==> config.mk <==
export PLATFORM = sky130hd
export DESIGN_NAME = pid_channel_scheduler
export DESIGN_NICKNAME = d
export VERILOG_FILES = /design/src/rtl/pid_sched_pkg.sv /design/src/rtl/pid_rr_arbiter.sv /design/src/rtl/pid_channel_scheduler.sv
export SDC_FILE = /design/constraint.sdc
export NUM_CORES = 1
export LEC_CHECK = 0
export ABC_CLOCK_PERIOD_IN_PS = 9000
export BUFFER_PORTS_ARGS = -buffer_cell sky130_fd_sc_hd__buf_2
export CAP_MARGIN = 20
export CELL_PAD_IN_SITES_DETAIL_PLACEMENT = 0
export CELL_PAD_IN_SITES_GLOBAL_PLACEMENT = 2
export CORE_UTILIZATION = 35
export CTS_CLUSTER_DIAMETER = 200
export DETAILED_ROUTE_END_ITERATION = 10
export PLACE_DENSITY_LB_ADDON = 0.1
export SKIP_LAST_GASP = 1
export SYNTH_ARGS = -nofsm -noshare
export SYNTH_HDL_FRONTEND = slang
export SYNTH_SLANG_ARGS = --single-unit
==> constraint.sdc <==
create_clock -name clk -period 9 [get_ports clk]
set_input_delay 0.9 -clock clk [delete_from_list [all_inputs] [get_ports clk]]
set_output_delay 0.9 -clock clk [all_outputs]
set_load 0.05 [all_outputs]
==> src/rtl/pid_sched_pkg.sv <==
// Shared types, widths and saturation limits for the multi-channel PID scheduler.
// Used by pid_channel_scheduler and pid_rr_arbiter.
package pid_sched_pkg;

    typedef logic [2:0] state_t;

    localparam state_t ST_IDLE  = 3'd0;
    localparam state_t ST_LOAD  = 3'd1;
    localparam state_t ST_ERR   = 3'd2;
    localparam state_t ST_TERMS = 3'd3;
    localparam state_t ST_OUT   = 3'd4;
    localparam state_t ST_WB    = 3'd5;

    localparam int IW = 16;
    localparam int SW = 26;

    localparam logic signed [SW-1:0] INT_MAX = 26'sd32767;
    localparam logic signed [SW-1:0] INT_MIN = -26'sd32768;

    function automatic logic signed [IW-1:0] sat_int(
        input logic signed [SW-1:0] v
    );
        if (v > INT_MAX)
            return INT_MAX[IW-1:0];
        else if (v < INT_MIN)
            return INT_MIN[IW-1:0];
        else
            return v[IW-1:0];
    endfunction

endpackage

==> src/rtl/pid_rr_arbiter.sv <==
// Round-robin arbiter: search starts one past the last accepted grant.
// The pointer only moves when the grant is accepted.
module pid_rr_arbiter
    import pid_sched_pkg::*;
#(
    parameter int NCH = 4,
    parameter int CW  = $clog2(NCH)
) (
    input  logic           clk,
    input  logic           rst_n,
    input  logic [NCH-1:0] req,
    input  logic           accept,
    output logic [NCH-1:0] grant,
    output logic [CW-1:0]  grant_idx
);

    logic [CW-1:0] ptr;
    logic [CW-1:0] jj;
    logic          found;
    int            j;

    always_comb begin
        grant     = '0;
        grant_idx = '0;
        found     = 1'b0;
        j         = 0;
        jj        = '0;
        for (int k = 0; k < NCH; k++) begin
            j = int'(ptr) + k;
            if (j >= NCH)
                j = j - NCH;
            jj = CW'(j);
            if (!found && req[jj]) begin
                found     = 1'b1;
                grant[jj] = 1'b1;
                grant_idx = jj;
            end
        end
    end

    always_ff @(posedge clk or negedge rst_n) begin
        if (!rst_n)
            ptr <= '0;
        else if (accept)
            ptr <= (grant_idx == CW'(NCH - 1)) ? '0 : grant_idx + CW'(1);
    end

endmodule

==> src/rtl/pid_channel_scheduler.sv <==
// Time-multiplexed PID datapath shared by NCH channels, one update per 6 cycles.
// Define PID_SCHED_ANTIWINDUP_EN to suppress integral writeback while clamped.
module pid_channel_scheduler
    import pid_sched_pkg::*;
#(
    parameter int NCH = 4,
    parameter int DW  = 8
) (
    input  logic                     clk,
    input  logic                     rst_n,
    input  logic [NCH-1:0]           ch_req,
    input  logic [NCH-1:0]           ch_clr,
    input  logic [NCH*DW-1:0]        setpoint_flat,
    input  logic [NCH*DW-1:0]        feedback_flat,
    input  logic [7:0]               kp,
    input  logic [7:0]               ki,
    input  logic [7:0]               kd,
    output logic                     out_valid,
    output logic [$clog2(NCH)-1:0]   out_ch,
    output logic [DW-1:0]            out_data,
    output logic                     busy
);

    localparam int CW = $clog2(NCH);
    localparam logic signed [SW-1:0] OUT_MAX = SW'((1 << DW) - 1);

    state_t                 state;
    logic [NCH-1:0]         pending, req_all, grant, grant_eff;
    logic [CW-1:0]          grant_idx, cur;
    logic                   accept;
    logic [DW-1:0]          sp, fb;
    logic [7:0]             kp_r, ki_r, kd_r;
    logic signed [IW-1:0]   integ, prev, err, deriv, integ_wr;
    logic signed [IW-1:0]   integ_mem [NCH];
    logic signed [IW-1:0]   prev_mem  [NCH];
    logic signed [SW-1:0]   kp_s, ki_s, kd_s, err_s, der_s, int_s;
    logic signed [SW-1:0]   int_raw, sum;
    logic [DW-1:0]          clamp_val;

    assign req_all   = pending | ch_req;
    assign accept    = (state == ST_IDLE) && (|req_all);
    assign grant_eff = grant & {NCH{accept}};
    assign busy      = (state != ST_IDLE);

    pid_rr_arbiter #(.NCH(NCH), .CW(CW)) u_arb (
        .clk       (clk),
        .rst_n     (rst_n),
        .req       (req_all),
        .accept    (accept),
        .grant     (grant),
        .grant_idx (grant_idx)
    );

    assign kp_s    = $signed(SW'(kp_r));
    assign ki_s    = $signed(SW'(ki_r));
    assign kd_s    = $signed(SW'(kd_r));
    assign err_s   = SW'(err);
    assign der_s   = SW'(deriv);
    assign int_s   = SW'(integ);
    assign int_raw = int_s + ki_s * err_s;
    assign sum     = kp_s * err_s + (int_s >>> 8) + kd_s * der_s;

    always_comb begin
        clamp_val = sum[DW-1:0];
        if (sum < 0)
            clamp_val = '0;
        else if (sum > OUT_MAX)
            clamp_val = '1;
    end

`ifdef PID_SCHED_ANTIWINDUP_EN
    logic                 clamp_hi, clamp_lo;
    logic signed [IW-1:0] integ_old;

    always_ff @(posedge clk or negedge rst_n) begin
        if (!rst_n) begin
            clamp_hi  <= 1'b0;
            clamp_lo  <= 1'b0;
            integ_old <= '0;
        end else begin
            if (state == ST_LOAD)
                integ_old <= integ_mem[cur];
            if (state == ST_OUT) begin
                clamp_hi <= (sum > OUT_MAX);
                clamp_lo <= (sum < 0);
            end
        end
    end

    // Freeze the integral only while it pushes further into the clamp.
    assign integ_wr = ((clamp_hi && !err[IW-1] && err != '0) ||
                       (clamp_lo && err[IW-1])) ? integ_old : integ;
`else
    assign integ_wr = integ;
`endif

    always_ff @(posedge clk or negedge rst_n) begin
        if (!rst_n) begin
            state     <= ST_IDLE;
            pending   <= '0;
            cur       <= '0;
            sp        <= '0;
            fb        <= '0;
            kp_r      <= '0;
            ki_r      <= '0;
            kd_r      <= '0;
            integ     <= '0;
            prev      <= '0;
            err       <= '0;
            deriv     <= '0;
            out_valid <= 1'b0;
            out_ch    <= '0;
            out_data  <= '0;
        end else begin
            // A request consumed by its own grant is not queued again.
            pending <= (pending & ~grant_eff) |
                       (ch_req & ~(grant_eff & ~pending));
            unique case (state)
                ST_IDLE: begin
                    if (accept) begin
                        cur   <= grant_idx;
                        state <= ST_LOAD;
                    end
                end
                ST_LOAD: begin
                    sp    <= setpoint_flat[int'(cur)*DW +: DW];
                    fb    <= feedback_flat[int'(cur)*DW +: DW];
                    integ <= integ_mem[cur];
                    prev  <= prev_mem[cur];
                    kp_r  <= kp;
                    ki_r  <= ki;
                    kd_r  <= kd;
                    state <= ST_ERR;
                end
                ST_ERR: begin
                    err   <= $signed(IW'(sp)) - $signed(IW'(fb));
                    state <= ST_TERMS;
                end
                ST_TERMS: begin
                    integ <= sat_int(int_raw);
                    deriv <= err - prev;
                    state <= ST_OUT;
                end
                ST_OUT: begin
                    out_data  <= clamp_val;
                    out_ch    <= cur;
                    out_valid <= 1'b1;
                    state     <= ST_WB;
                end
                ST_WB: begin
                    out_valid <= 1'b0;
                    state     <= ST_IDLE;
                end
                default: state <= ST_IDLE;
            endcase
        end
    end

    always_ff @(posedge clk or negedge rst_n) begin
        if (!rst_n) begin
            for (int i = 0; i < NCH; i++) begin
                integ_mem[i] <= '0;
                prev_mem[i]  <= '0;
            end
        end else begin
            for (int i = 0; i < NCH; i++) begin
                if (ch_clr[i]) begin
                    integ_mem[i] <= '0;
                    prev_mem[i]  <= '0;
                end else if (state == ST_WB && cur == CW'(i)) begin
                    integ_mem[i] <= integ_wr;
                    prev_mem[i]  <= err;
                end
            end
        end
    end

endmodule

==> flow_summary.yaml <==
cells_and_area:
  final_cell_mix: "nand2_1 (521), inv_1 (319), fa_1 (264), dfrtp_1 (210), ha_1 (206)"
  stdcell_area_sq_um: 24400
  n_antenna_cell: 0
  drive_gt1_share_pct: 10.5
  nets: 2992
  syn2layout_area_growth_pct: 10.5
  layout_commonest_cell: "nand2_1"
clock_tree:
  cts-root-buf: "clkbuf_16"
  clkTransAtPathRegs_ns: 0.07
  clock_path_buffers: 3
  clock-sinks: 212
  h-tree-depth: 1
  cts_made_buffers: 28
  hold_buffers: 0
  cts_tree: "yes"
  cts_resized: 0
  clk_latency_ns: 0.61
  postCtsSetupRepairBufs: 0
route:
  wl_per_cell_microns: 19.4
  vias: 16200
  drc_errors: 0
  ant_nets: 0
  drt_pass1_iterations: 5
  dr.first_iter.drc_count: 815
  vias_per_cell: 4.94
  drt-total-wl_microns: 63600
timing:
  fin_crit_sh_pct: 84.0
  setup_slack_ns: 1.44
  hold_ws_ns: 0.219
  drv_slew: 0
  finalSetupTns_ns: 0
  finClkSkew_ns: 0.0427
  finalHoldViolCount: 0
  rsz0062_at_grt: "no"
  worst_slew_pin_slew_ns: 1.01
  setup_viol: 0
  fin_crit_ns: 7.56
  slew_headroom_pct: 32.4
  fmax_mhz: 132
floorplan:
  std_cell_rows: 91
  coreArea_sq_um: 61900
  initial_core_util_pct: 35.6
  die_y_microns: 253
  dieArea_sq_um: 64000
  die_w_microns: 253
  io_pins: 110
setup_path:
  cp-end-kind: "register"
  cp-startpoint: "kd_r[0]"
  startpoint_type: "register"
  timing.critical_path.to: "out_data[3]"
  rr_startpoint: "kd_r[0]"
  worstPathArrival_ns: 7.98
  critPathKind: "register to register"
  required_ns: 9.42
  r2r_cells: 23
  r2r_setup_slack_ns: 1.44
  rr_endpoint: "out_data[3]"
  cp_max_fo: 17
logic_synthesis:
  synth_edf_count: 0
  synth_cell_types: 75
  avgSynthCellArea_sq_um: 9.24
  synth_area_sq_um: 22000
  syn_inst: 2386
  seq_area_frac_synth_pct: 24.1
  ys_warn_count: 0
  async_flop_share_pct: 100
  ys_ff_latch: 212
  synth_nets: 2954
  synthFlopType: "dfrtp_1"
status:
  status: "finished clean"
placed_design:
  dp.final_hpwl_microns: 48500
  gp_congestion: 0.839
  port_buffers: 109
  pre_cts_ws_ns: 1.41
  placed_area_sq_um: 23300
min_path:
  hold_path.class: "primary input to asynchronous set/reset pin"
global_route:
  globalRoute.totalOverflow: 0
  grt_use_total_pct: 20.4
  antenna_found_initial: 1
  first_global_vias: 17200
  grt_pass1_wl_microns: 101000
  grt_start_max_net_pins: 170
flow_run:
  drv_cap: 0
-- final cells by class --
class	count	area [sq um]
clock buffers	37	815
inverters	321	1200
fillers	6335	37600
repair buffers	135	771
well taps	837	1050
clock inverters	14	175
multi-input cells	1726	15000
flip-flops and latches	212	5310
-- per-stage QoR --
stage | utilization (%) | std cells
floorplan | - | 2386
global placement | 37.7 | 3230
detailed placement | 37.7 | 3230
CTS | 39.3 | 3281
global route | 39.3 | 3282
finish | 39.3 | 3282
-- per-layer routing --
metal  up-vias  share of wire (%)  track usage (%)  wire length [microns]
met4         0                2.1             4.38                   1360
met5         -                  0                0                      0
met3        63                3.0             2.11                   1900
met2       221                 49             35.0                  31400
li1       7719                  -                -                      -
met1      8202                 45             27.8                  28800
-- state kept, by name, summed over array words and instances, names as in the netlist, 4 cells and up, named ones only --
signal	count
prev	9
kp_r	8
integ_mem	64
err	9
deriv	16
fb	8
integ	16
kd_r	8
sp	8
prev_mem	36
pending	4
ki_r	8
out_data	8
-- worst min path at each step --
stage | start | to | slack (ns)
after floorplan | fb[0] | fb[0] | 0.45
after global placement | out_valid | out_valid | 0.46
after detailed placement | out_valid | out_valid | 0.47
after CTS | rst_n | integ[13] | 0.21
after global routing | rst_n | integ[13] | 0.22
final | rst_n | integ[13] | 0.22
-- critical path, stage by stage (launching register included) --
cell and delay, ns:
dfrtp_1 0.69, nand2_1 0.19, inv_1 0.14, fa_1 0.58, fa_1 0.72, inv_1 0.10
fa_1 0.54, inv_1 0.05, fa_1 0.53, inv_1 0.06, fa_1 0.53, inv_1 0.05
fa_1 0.42, ha_1 0.28, ha_1 0.37, inv_1 0.12, nor2_1 0.08, a2111oi_0 0.43
nand4_1 0.16, a2111oi_0 0.26, and4_1 0.24, nand4_1 0.15, nor4_4 0.53, a32oi_1 0.19
-- cells in the mapped netlist, types with 11 or more instances --
cell,count,share of area (%)
inv_1,319,5.4
buf_1,12,0.20
xor2_1,11,0.44
ha_1,206,12
nand2_1,521,8.9
xnor2_1,26,1.0
mux4_2,40,4.1
a22oi_1,14,0.48
clkbuf_1,106,1.8
dfrtp_1,212,24
o21ai_0,65,1.5
o22ai_1,14,0.40
nor3_1,16,0.36
nand3_1,14,0.32
a21o_1,20,0.68
nand2b_1,27,0.77
fa_1,264,24
a21oi_1,157,3.6
nor2_1,67,1.1
and2_1,127,3.6
-- cell families (layout without fill, tap and decap cells) --
group,after synthesis,after routing,share of synthesized area [%]
AOI/OAI and AO/OA,349,349,9.58
DFF,212,212,24.1
muxes,52,52,4.72
adders and majority gates,470,470,35.7
xor gates and xnor gates,37,37,1.47
and+or+nand+nor,818,818,16.7
buffers and inverters,448,507,7.82
Power is not shown: default switching activity piles up to over one toggle a cycle in this logic, so the estimate is an artifact.
